## src/rtl/edge_event_arbiter_if.sv

```systemverilog
// Event handshake port of edge_event_arbiter: the arbiter offers an event
// (valid + channel index) and the shared consumer accepts it with ready.
interface edge_event_arbiter_if #(
  parameter int N_CH = 4
) ();
  localparam int CH_W = $clog2(N_CH);

  logic            evt_valid;
  logic            evt_ready;
  logic [CH_W-1:0] evt_ch;

  modport master (output evt_valid, output evt_ch, input evt_ready);
  modport slave  (input evt_valid, input evt_ch, output evt_ready);
endinterface

```

## src/rtl/edge_event_arbiter.sv

```systemverilog
// Rising-edge detector per line with saturating pending counters, shared
// round-robin among all lines on a single valid/ready event port.
module edge_event_arbiter #(
  parameter int N_CH  = 4,
  parameter int CNT_W = 3
) (
  input  logic                   clk,
  input  logic                   resetn,
  input  logic [N_CH-1:0]        din,
  input  logic [N_CH-1:0]        en,
  input  logic [N_CH-1:0]        ovf_clr,
  output logic [N_CH-1:0]        ovf,
  edge_event_arbiter_if.master   evt
);
  localparam int CH_W = $clog2(N_CH);
  localparam logic [CNT_W-1:0] CNT_MAX = '1;

  localparam logic [0:0] S_IDLE  = 1'b0;
  localparam logic [0:0] S_OFFER = 1'b1;

  logic [0:0]      state, state_nxt;
  logic [N_CH-1:0] prev;
  logic [N_CH-1:0] rise;
  logic [N_CH-1:0] acc_vec;
  logic [N_CH-1:0] pend, pend_nxt;
  logic [N_CH-1:0] ovf_set;
  logic [CNT_W-1:0] cnt     [N_CH];
  logic [CNT_W-1:0] cnt_nxt [N_CH];
  logic [CH_W-1:0] ptr, ptr_nxt;
  logic [CH_W-1:0] ch_reg, ch_nxt;
  logic [CH_W:0]   pick_idle, pick_acc;
  logic            accept;

  // Search base+1, base+2, ... (mod N_CH); returns {found, index}.
  function automatic logic [CH_W:0] rr_pick(input logic [N_CH-1:0] req,
                                            input logic [CH_W-1:0] base);
    logic            found;
    logic [CH_W-1:0] sel;
    int              idx;
    found = 1'b0;
    sel   = base;
    for (int k = 1; k <= N_CH; k++) begin
      idx = (int'(base) + k) % N_CH;
      if (!found && req[idx]) begin
        found = 1'b1;
        sel   = CH_W'(idx);
      end
    end
    return {found, sel};
  endfunction

  assign rise          = din & ~prev & en;
  assign evt.evt_valid = (state == S_OFFER);
  assign evt.evt_ch    = ch_reg;
  assign accept        = (state == S_OFFER) && evt.evt_ready;

  always_comb begin
    for (int i = 0; i < N_CH; i++) begin
      acc_vec[i] = accept && (ch_reg == CH_W'(i));
      cnt_nxt[i] = cnt[i];
      ovf_set[i] = 1'b0;
      if (rise[i] && !acc_vec[i]) begin
        if (cnt[i] == CNT_MAX) ovf_set[i] = 1'b1;
        else                   cnt_nxt[i] = cnt[i] + 1'b1;
      end else if (!rise[i] && acc_vec[i]) begin
        cnt_nxt[i] = cnt[i] - 1'b1;
      end
      pend[i]     = (cnt[i] != '0);
      pend_nxt[i] = (cnt_nxt[i] != '0);
    end
  end

  // Idle arbitration sees registered counts; re-arbitration after an accept
  // sees the post-decrement counts so back-to-back events need no idle gap.
  assign pick_idle = rr_pick(pend, ptr);
  assign pick_acc  = rr_pick(pend_nxt, ptr);

  always_comb begin
    state_nxt = state;
    ptr_nxt   = ptr;
    ch_nxt    = ch_reg;
    case (state)
      S_IDLE: begin
        if (pick_idle[CH_W]) begin
          state_nxt = S_OFFER;
          ch_nxt    = pick_idle[CH_W-1:0];
          ptr_nxt   = pick_idle[CH_W-1:0];
        end
      end
      S_OFFER: begin
        if (accept) begin
          if (pick_acc[CH_W]) begin
            ch_nxt  = pick_acc[CH_W-1:0];
            ptr_nxt = pick_acc[CH_W-1:0];
          end else begin
            state_nxt = S_IDLE;
          end
        end
      end
      default: state_nxt = S_IDLE;
    endcase
  end

  always_ff @(posedge clk or negedge resetn) begin
    if (!resetn) begin
      state  <= S_IDLE;
      prev   <= '0;
      ovf    <= '0;
      ptr    <= CH_W'(N_CH - 1);
      ch_reg <= '0;
      for (int i = 0; i < N_CH; i++) cnt[i] <= '0;
    end else begin
      state  <= state_nxt;
      prev   <= din;
      ovf    <= (ovf & ~ovf_clr) | ovf_set;
      ptr    <= ptr_nxt;
      ch_reg <= ch_nxt;
      for (int i = 0; i < N_CH; i++) cnt[i] <= cnt_nxt[i];
    end
  end
endmodule

```

## src/flat_wrapper.sv

```systemverilog
// flat-port wrapper written by rule: the top's interface ports become plain ports
module edge_event_arbiter_flat 
#(
  parameter int N_CH  = 4,
  parameter int CNT_W = 3
)
  (clk, resetn, din, en, ovf_clr, ovf, evt_evt_valid, evt_evt_ch, evt_evt_ready);
  edge_event_arbiter_if #(.N_CH(N_CH)) evt_i ();
  input  logic clk;
  input  logic resetn;
  input  logic [N_CH-1:0] din;
  input  logic [N_CH-1:0] en;
  input  logic [N_CH-1:0] ovf_clr;
  output logic [N_CH-1:0] ovf;
  output wire logic [$bits(evt_i.evt_valid)-1:0] evt_evt_valid;
  output wire logic [$bits(evt_i.evt_ch)-1:0] evt_evt_ch;
  input wire logic [$bits(evt_i.evt_ready)-1:0] evt_evt_ready;
  assign evt_evt_valid = evt_i.evt_valid;
  assign evt_evt_ch = evt_i.evt_ch;
  assign evt_i.evt_ready = evt_evt_ready;
  edge_event_arbiter #(.N_CH(N_CH), .CNT_W(CNT_W)) u_core (.clk(clk), .resetn(resetn), .din(din), .en(en), .ovf_clr(ovf_clr), .ovf(ovf), .evt(evt_i));
endmodule
```

## config.mk

```make
export PLATFORM = sky130hd
export DESIGN_NAME = edge_event_arbiter_flat
export DESIGN_NICKNAME = d
export VERILOG_FILES = /design/src/rtl/edge_event_arbiter_if.sv /design/src/rtl/edge_event_arbiter.sv /design/src/flat_wrapper.sv
export SDC_FILE = /design/constraint.sdc
export NUM_CORES = 1
export LEC_CHECK = 0
export CAP_MARGIN = 40
export CORE_ASPECT_RATIO = 1.25
export CORE_MARGIN = 2
export CORE_UTILIZATION = 55
export CTS_BUF_LIST = sky130_fd_sc_hd__clkbuf_8
export CTS_CLUSTER_SIZE = 8
export DETAILED_ROUTE_END_ITERATION = 12
export GPL_TIMING_DRIVEN = 0
export HOLD_SLACK_MARGIN = 0.12
export PLACE_DENSITY = 0.91
export SYNTH_ARGS = -nofsm -noshare
export SYNTH_HDL_FRONTEND = slang
export SYNTH_SLANG_ARGS = --single-unit
```

## constraint.sdc

```tcl
create_clock -name clk -period 6.5 [get_ports clk]
set_clock_uncertainty 0.1 [all_clocks]
set_input_delay 1.625 -clock clk [delete_from_list [all_inputs] [get_ports clk]]
set_output_delay 1.625 -clock clk [all_outputs]
set_load 0.05 [all_outputs]
```

Word level (Yosys, flattened, before mapping)
Cells that the tools add are included.

Bits in latches: 0. Input bits: 15. Logic and storage cells: 161. Bits in writable memories: 0. ROM bits: 0. Bits in registers: 25. Memories kept: 0.

Equality and inequality tests: 10. Reductions and logical operators: 47. Multiply operators: 0. Div/mod/pow operators: 0. Add/sub/neg operators: 12. Bitwise operators: 11. Order comparisons: 4. Multiplexer cells: 68. Shift-type cells: 0.

Operator list (number): 2-to-1 mux 3 bit (12); 2-to-1 mux 1 bit (35); nonzero test 3 bit (8); 2-to-1 mux 2 bit (11); logical AND 1 bit (19); binary-select mux 1 bit (select 2 bit) (8); less-than comparator 3 x 4 -> 1 bit (second input constant) (4); logical NOT 1 bit (14); adder 3 x 1 -> 3 bit (second input constant) (4); bitwise AND 4 bit (3); equality test 3 bit (second input constant) (4); subtractor 3 x 1 -> 3 bit (second input constant) (4); inverter 4 bit (2); OR reduction 2 bit (4); adder 2 x 1 -> 2 bit (second input constant) (2); adder 2 bit (second input constant) (2); bitwise AND 1 bit (first input constant) (4); equality test 2 bit (second input constant) (2); != test 2 bit (second input constant) (2); OR 4 bit (1); case mux 2 bit (2 select lines) (1); AND reduction 3 bit (1); equality test 2 x 1 -> 1 bit (second input constant) (1); logical NOT 2 bit (1); other kinds (3) (3).

Logic depth before layout (Yosys ltp)
Word-level depth: 24. Gate-level depth with buffers: 10.

Worst setup path after synthesis
Ideal clock, no wire load.

Path kind: in2reg. Start point: input port evt_evt_ready. End point: register u_core.ch_reg[0] (netlist: u_core.evt.evt_ch[0]). Slack: 3.023 ns. Buffers on the path: 1. Stages: 9. Required time: 6.277 ns. Arrival: 3.255 ns. Cell sequence: buf_4 nand4b_1 or4_1 o211ai_2 nor4_1 a41oi_2 nand2_2 nor3_2 nor2_1.

RTL lines: start: declaration (RTL line flat_wrapper.sv:17) `input wire logic [$bits(evt_i.evt_ready)-1:0] evt_evt_ready;`; end signal: assignment (RTL line edge_event_arbiter.sv:117) `ch_reg <= ch_nxt;`; end: declaration (RTL line edge_event_arbiter.sv:30) `logic [CH_W-1:0] ch_reg, ch_nxt;`.

Worst setup path after layout
Start point: input port din[3]. End point: register u_core.ch_reg[0] (netlist: u_core.evt.evt_ch[0]).

Word-level cells in the longest chain between the ends: 23.

Ends and longest elaborated chain: start: declaration (RTL line flat_wrapper.sv:11) `input logic [N_CH-1:0] din;`; bitwise AND 4 bit * (2 in series) (RTL line edge_event_arbiter.sv:52) `assign rise = din & ~prev & en;`; logical NOT 1 bit (RTL line edge_event_arbiter.sv:65) `end else if (!rise[i] && acc_vec[i]) begin`; logical AND 1 bit (RTL line edge_event_arbiter.sv:65); 2-to-1 mux 3 bit (RTL line edge_event_arbiter.sv:65); 2-to-1 mux 3 bit * (RTL line edge_event_arbiter.sv:62) `if (rise[i] && !acc_vec[i]) begin`; nonzero test 3 bit * (RTL line edge_event_arbiter.sv:69) `pend_nxt[i] = (cnt_nxt[i] != '0);`; binary-select mux 1 bit (select 2 bit) (RTL line edge_event_arbiter.sv:44) `if (!found && req[idx]) begin`; 2-to-1 mux 1 bit (implied by the code) (2 in series) (RTL line edge_event_arbiter.sv:44); (+5 left out); logical AND 1 bit (RTL line edge_event_arbiter.sv:44); 2-to-1 mux 1 bit (RTL line edge_event_arbiter.sv:44); logical NOT 1 bit (RTL line edge_event_arbiter.sv:44); logical AND 1 bit (RTL line edge_event_arbiter.sv:44); 2-to-1 mux 2 bit (RTL line edge_event_arbiter.sv:44); 2-to-1 mux 2 bit (RTL line edge_event_arbiter.sv:92) `if (pick_acc[CH_W]) begin`; 2-to-1 mux 2 bit (RTL line edge_event_arbiter.sv:91) `if (accept) begin`; case mux 2 bit (2 select lines) (RTL line edge_event_arbiter.sv:82) `case (state)`.

Mark *: on every way between the ends. The rest lies on a longest branch, timed or not. The select of a mux whose other input is x is not followed. A chain may end at the register's enable or synchronous reset.

==> impl_metrics.json <==
{
  "status": "completed",
  "min_period_ns": 3.84,
  "route.detailed.drc": 0,
  "gp_congestion": 0.961,
  "coreArea_sq_mm": 0.00322,
  "hold_path_class": "flip-flop to flip-flop",
  "yosys-top-cells-area": "dfrtp_1 (31%), ha_1 (8.0%), a21oi_1 (4.0%), nand2_1 (3.8%), inv_1 (3.6%)",
  "setup_viol": 0,
  "p_per_area_mw_per_mm2": 358,
  "reg2reg_from": "u_core.evt.evt_ch[1]$_DFFE_PN0P_",
  "final_common_cell": "dfrtp_1",
  "layout_common_cells": "dfrtp_1 (23), clkdlybuf4s50_1 (20), inv_1 (19), nand2_1 (19), nor2_1 (18)",
  "worstMarginPinSlew_ns": 0.582,
  "finalPower_mw": 0.780,
  "clock_sinks": 25,
  "cts-hold-fix-buffers": 0,
  "fin_util_pct": 67.7,
  "dieArea_sq_mm": 0.00389,
  "critPathBufInv": 2,
  "r2r_end": "u_core.evt.evt_ch[0]$_DFFE_PN0P_",
  "maxSlewViolCount": 0,
  "crit_family": "compound AO/OA/AOI/OAI gates",
  "path_max_fanout": 8,
  "nets": 265,
  "cp_slowest_cell": "clkdlybuf4s50_1",
  "antenna_found_initial": 0,
  "routedWlPerCell_um": 14.4,
  "final_antenna_net_count": 0,
  "worstSetupEndpoint": "u_core.evt.evt_ch[0]$_DFFE_PN0P_",
  "drt-initial-drc-count": 37,
  "fp.dieW_um": 56.2,
  "synthesis.nets": 239,
  "wl_um": 3960,
  "finalCritPeriodShare_pct": 59.0,
  "cp.arrival_ns": 3.90,
  "port_buffers": 20,
  "vdd_drop_max_v": 0.000258,
  "syn_area_sq_mm": 0.00187,
  "dp_hpwl_um": 3010,
  "initial_utilization_pct": 58.2,
  "htreeDepth": 1,
  "grt_use_total_pct": 21.6,
  "areaGrowthSynthToFinish_pct": 16.4,
  "die_h_um": 69.3,
  "grt_pass1_wl_um": 6960,
  "rr_worst_depth": 8,
  "setup.worst_path.start": "din[3]",
  "synth_area_leader_cell": "dfrtp_1",
  "grt_setup_unrepaired": "no",
  "synth-seq-area-share_pct": 33.5,
  "yosysUniqueCellTypes": 59,
  "tritoncts": "built",
  "num_vias": 1701,
  "grt_pass1_vias": 1614,
  "synth_seq_cells": 25,
  "fmax_mhz": 261,
  "critPathCaptureType": "flip-flop",
  "cts_root_buf": "clkbuf_8",
  "drt_first_pass_iters": 4,
  "critPathMaxStageDelay_ns": 0.49,
  "vias_per_cell": 6.21,
  "path_depth": 10,
  "async_flop_share_pct": 100,
  "tns_ns": 0,
  "holdCritStartpoint": "u_core.ovf[0]$_DFF_PN0_",
  "cp-start-kind": "input pin",
  "insertion_delay_ns": 0.27,
  "r2r_slack_ns": 3.96,
  "yosys.area.top_type_share_pct": 30.7,
  "crit_chain": "clkdlybuf4s50_1 > and3b_1 > buf_2 > nand3_1 > a21oi_1 > a2bb2oi_1 > o21ai_0 > a41o_1 > nor3_2 > nor2_1",
  "grt_max_degree": 16,
  "worstPathRequired_ns": 6.56,
  "yosys_warnings": 0,
  "hold_viol": 0,
  "cts.repair.resized": 0,
  "diodes": 0,
  "p_leak_nw": 0.951,
  "numCtsBuffers": 3,
  "cap_violations": 0,
  "critical_path_class": "input pin to flip-flop",
  "path_clk_slew_ns": 0.09,
  "row_count": 23,
  "relSlewSlack_pct": 61.1,
  "layout-drive-gt1-share_pct": 11.0,
  "synth_edf_count": 0,
  "synthCells": 212,
  "grt-ovfl-total": 0,
  "synth_ff_type": "dfrtp_1",
  "clk_path_buf_depth": 2,
  "pin_count": 22,
  "syn_area_per_cell_sq_um": 8.84,
  "post-cts-setup-buffers": 0
}
==> cells in the mapped netlist, types with 3 or more instances <==
cell type and number:
dfrtp_1 23, nand3b_1 4, nand2_1 19, nand3_1 6, inv_1 18, o22ai_1 4
nand2b_1 3, xnor2_1 3, ha_1 12, o32ai_1 3, a21oi_1 15, and2_1 3
nor3_1 5, nor2_1 18, nor2b_1 3, a21o_1 3, nor4_1 3, and3b_1 3
o21ai_0 10
==> where the power goes <==
group | internal [mW] | leakage, nW | switching (mW) | total (mW)
Sequential | 0.205 | 0.283 | 0.0530 | 0.258
Combinational | 0.181 | 0.641 | 0.249 | 0.429
Clock | 0.0424 | 0.0269 | 0.0505 | 0.0929
Total | 0.428 | 0.951 | 0.352 | 0.780
==> registers in the layout, indices dropped and copies added (netlist names) <==
name,count
u_core.cnt,12
u_core.evt.evt_valid,1
u_core.evt.evt_ch,2
u_core.ptr,2
u_core.prev,4
u_core.ovf,4
==> worst reg2reg max path, stage by stage, from the launching register on <==
cell	delay, ns
dfrtp_1	0.48
nand4b_1	0.36
or4_1	0.56
o211ai_2	0.14
nor4_1	0.11
a41oi_2	0.28
nand2_2	0.12
nor3_2	0.23
nor2_1	0.07
==> cell families after synthesis <==
group / count (synthesis) / share of synthesized area [%]
and+or+nand+nor: 85 / 26.2
AOI/OAI and AO/OA: 62 / 24.8
DFF: 25 / 33.5
buffers and inverters: 24 / 5.54
adders and majority gates: 12 / 8.01
xor gates and xnor gates: 3 / 1.40
muxes: 1 / 0.534
==> per-stage QoR <==
| stage | hold slack, ns | setup WS, ns | cells | area [sq um] |
|---|---|---|---|---|
| after floorplan | 0.437 | 3.02 | 212 | 1870 |
| after global placement | 0.395 | 2.40 | 269 | 2120 |
| after detailed placement | 0.410 | 2.39 | 270 | 2140 |
| after CTS | 0.429 | 2.68 | 274 | 2180 |
| after global routing | 0.470 | 2.44 | 274 | 2180 |
| final | 0.424 | 2.66 | 274 | 2180 |
==> layer usage <==
metal	track usage (%)	vias to the layer above	part of all wire, %
li1	-	836	-
met1	27.1	814	43
met2	38.6	40	51
met3	2.24	11	3.5
met4	6.61	0	2.4
met5	0	-	0
==> cell type report <==
| cell class | instances | area [sq um] |
|---|---|---|
| buffer | 6 | 36.3 |
| clock buffer | 3 | 41.3 |
| clock inverter | 1 | 3.75 |
| fill | 245 | 1040 |
| inverter | 18 | 67.6 |
| multi-input combinational | 163 | 1140 |
| sequential | 25 | 628 |
| tap | 37 | 46.3 |
| timing repair buffer | 21 | 215 |
==> how the worst min path moves through the flow <==
stage	endpoint	cells past startpoint	slack [ns]
final	u_core.ovf[0]$_DFF_PN0_	2	0.42
after global routing	u_core.ovf[1]$_DFF_PN0_	2	0.47
after CTS	u_core.ovf[0]$_DFF_PN0_	2	0.43
after detailed placement	u_core.ovf[0]$_DFF_PN0_	2	0.41
after global placement	u_core.ovf[0]$_DFF_PN0_	2	0.39
after floorplan	u_core.ptr[0]$_DFFE_PN1P_	2	0.44
No activity file was read; power rests on OpenSTA's default activity.
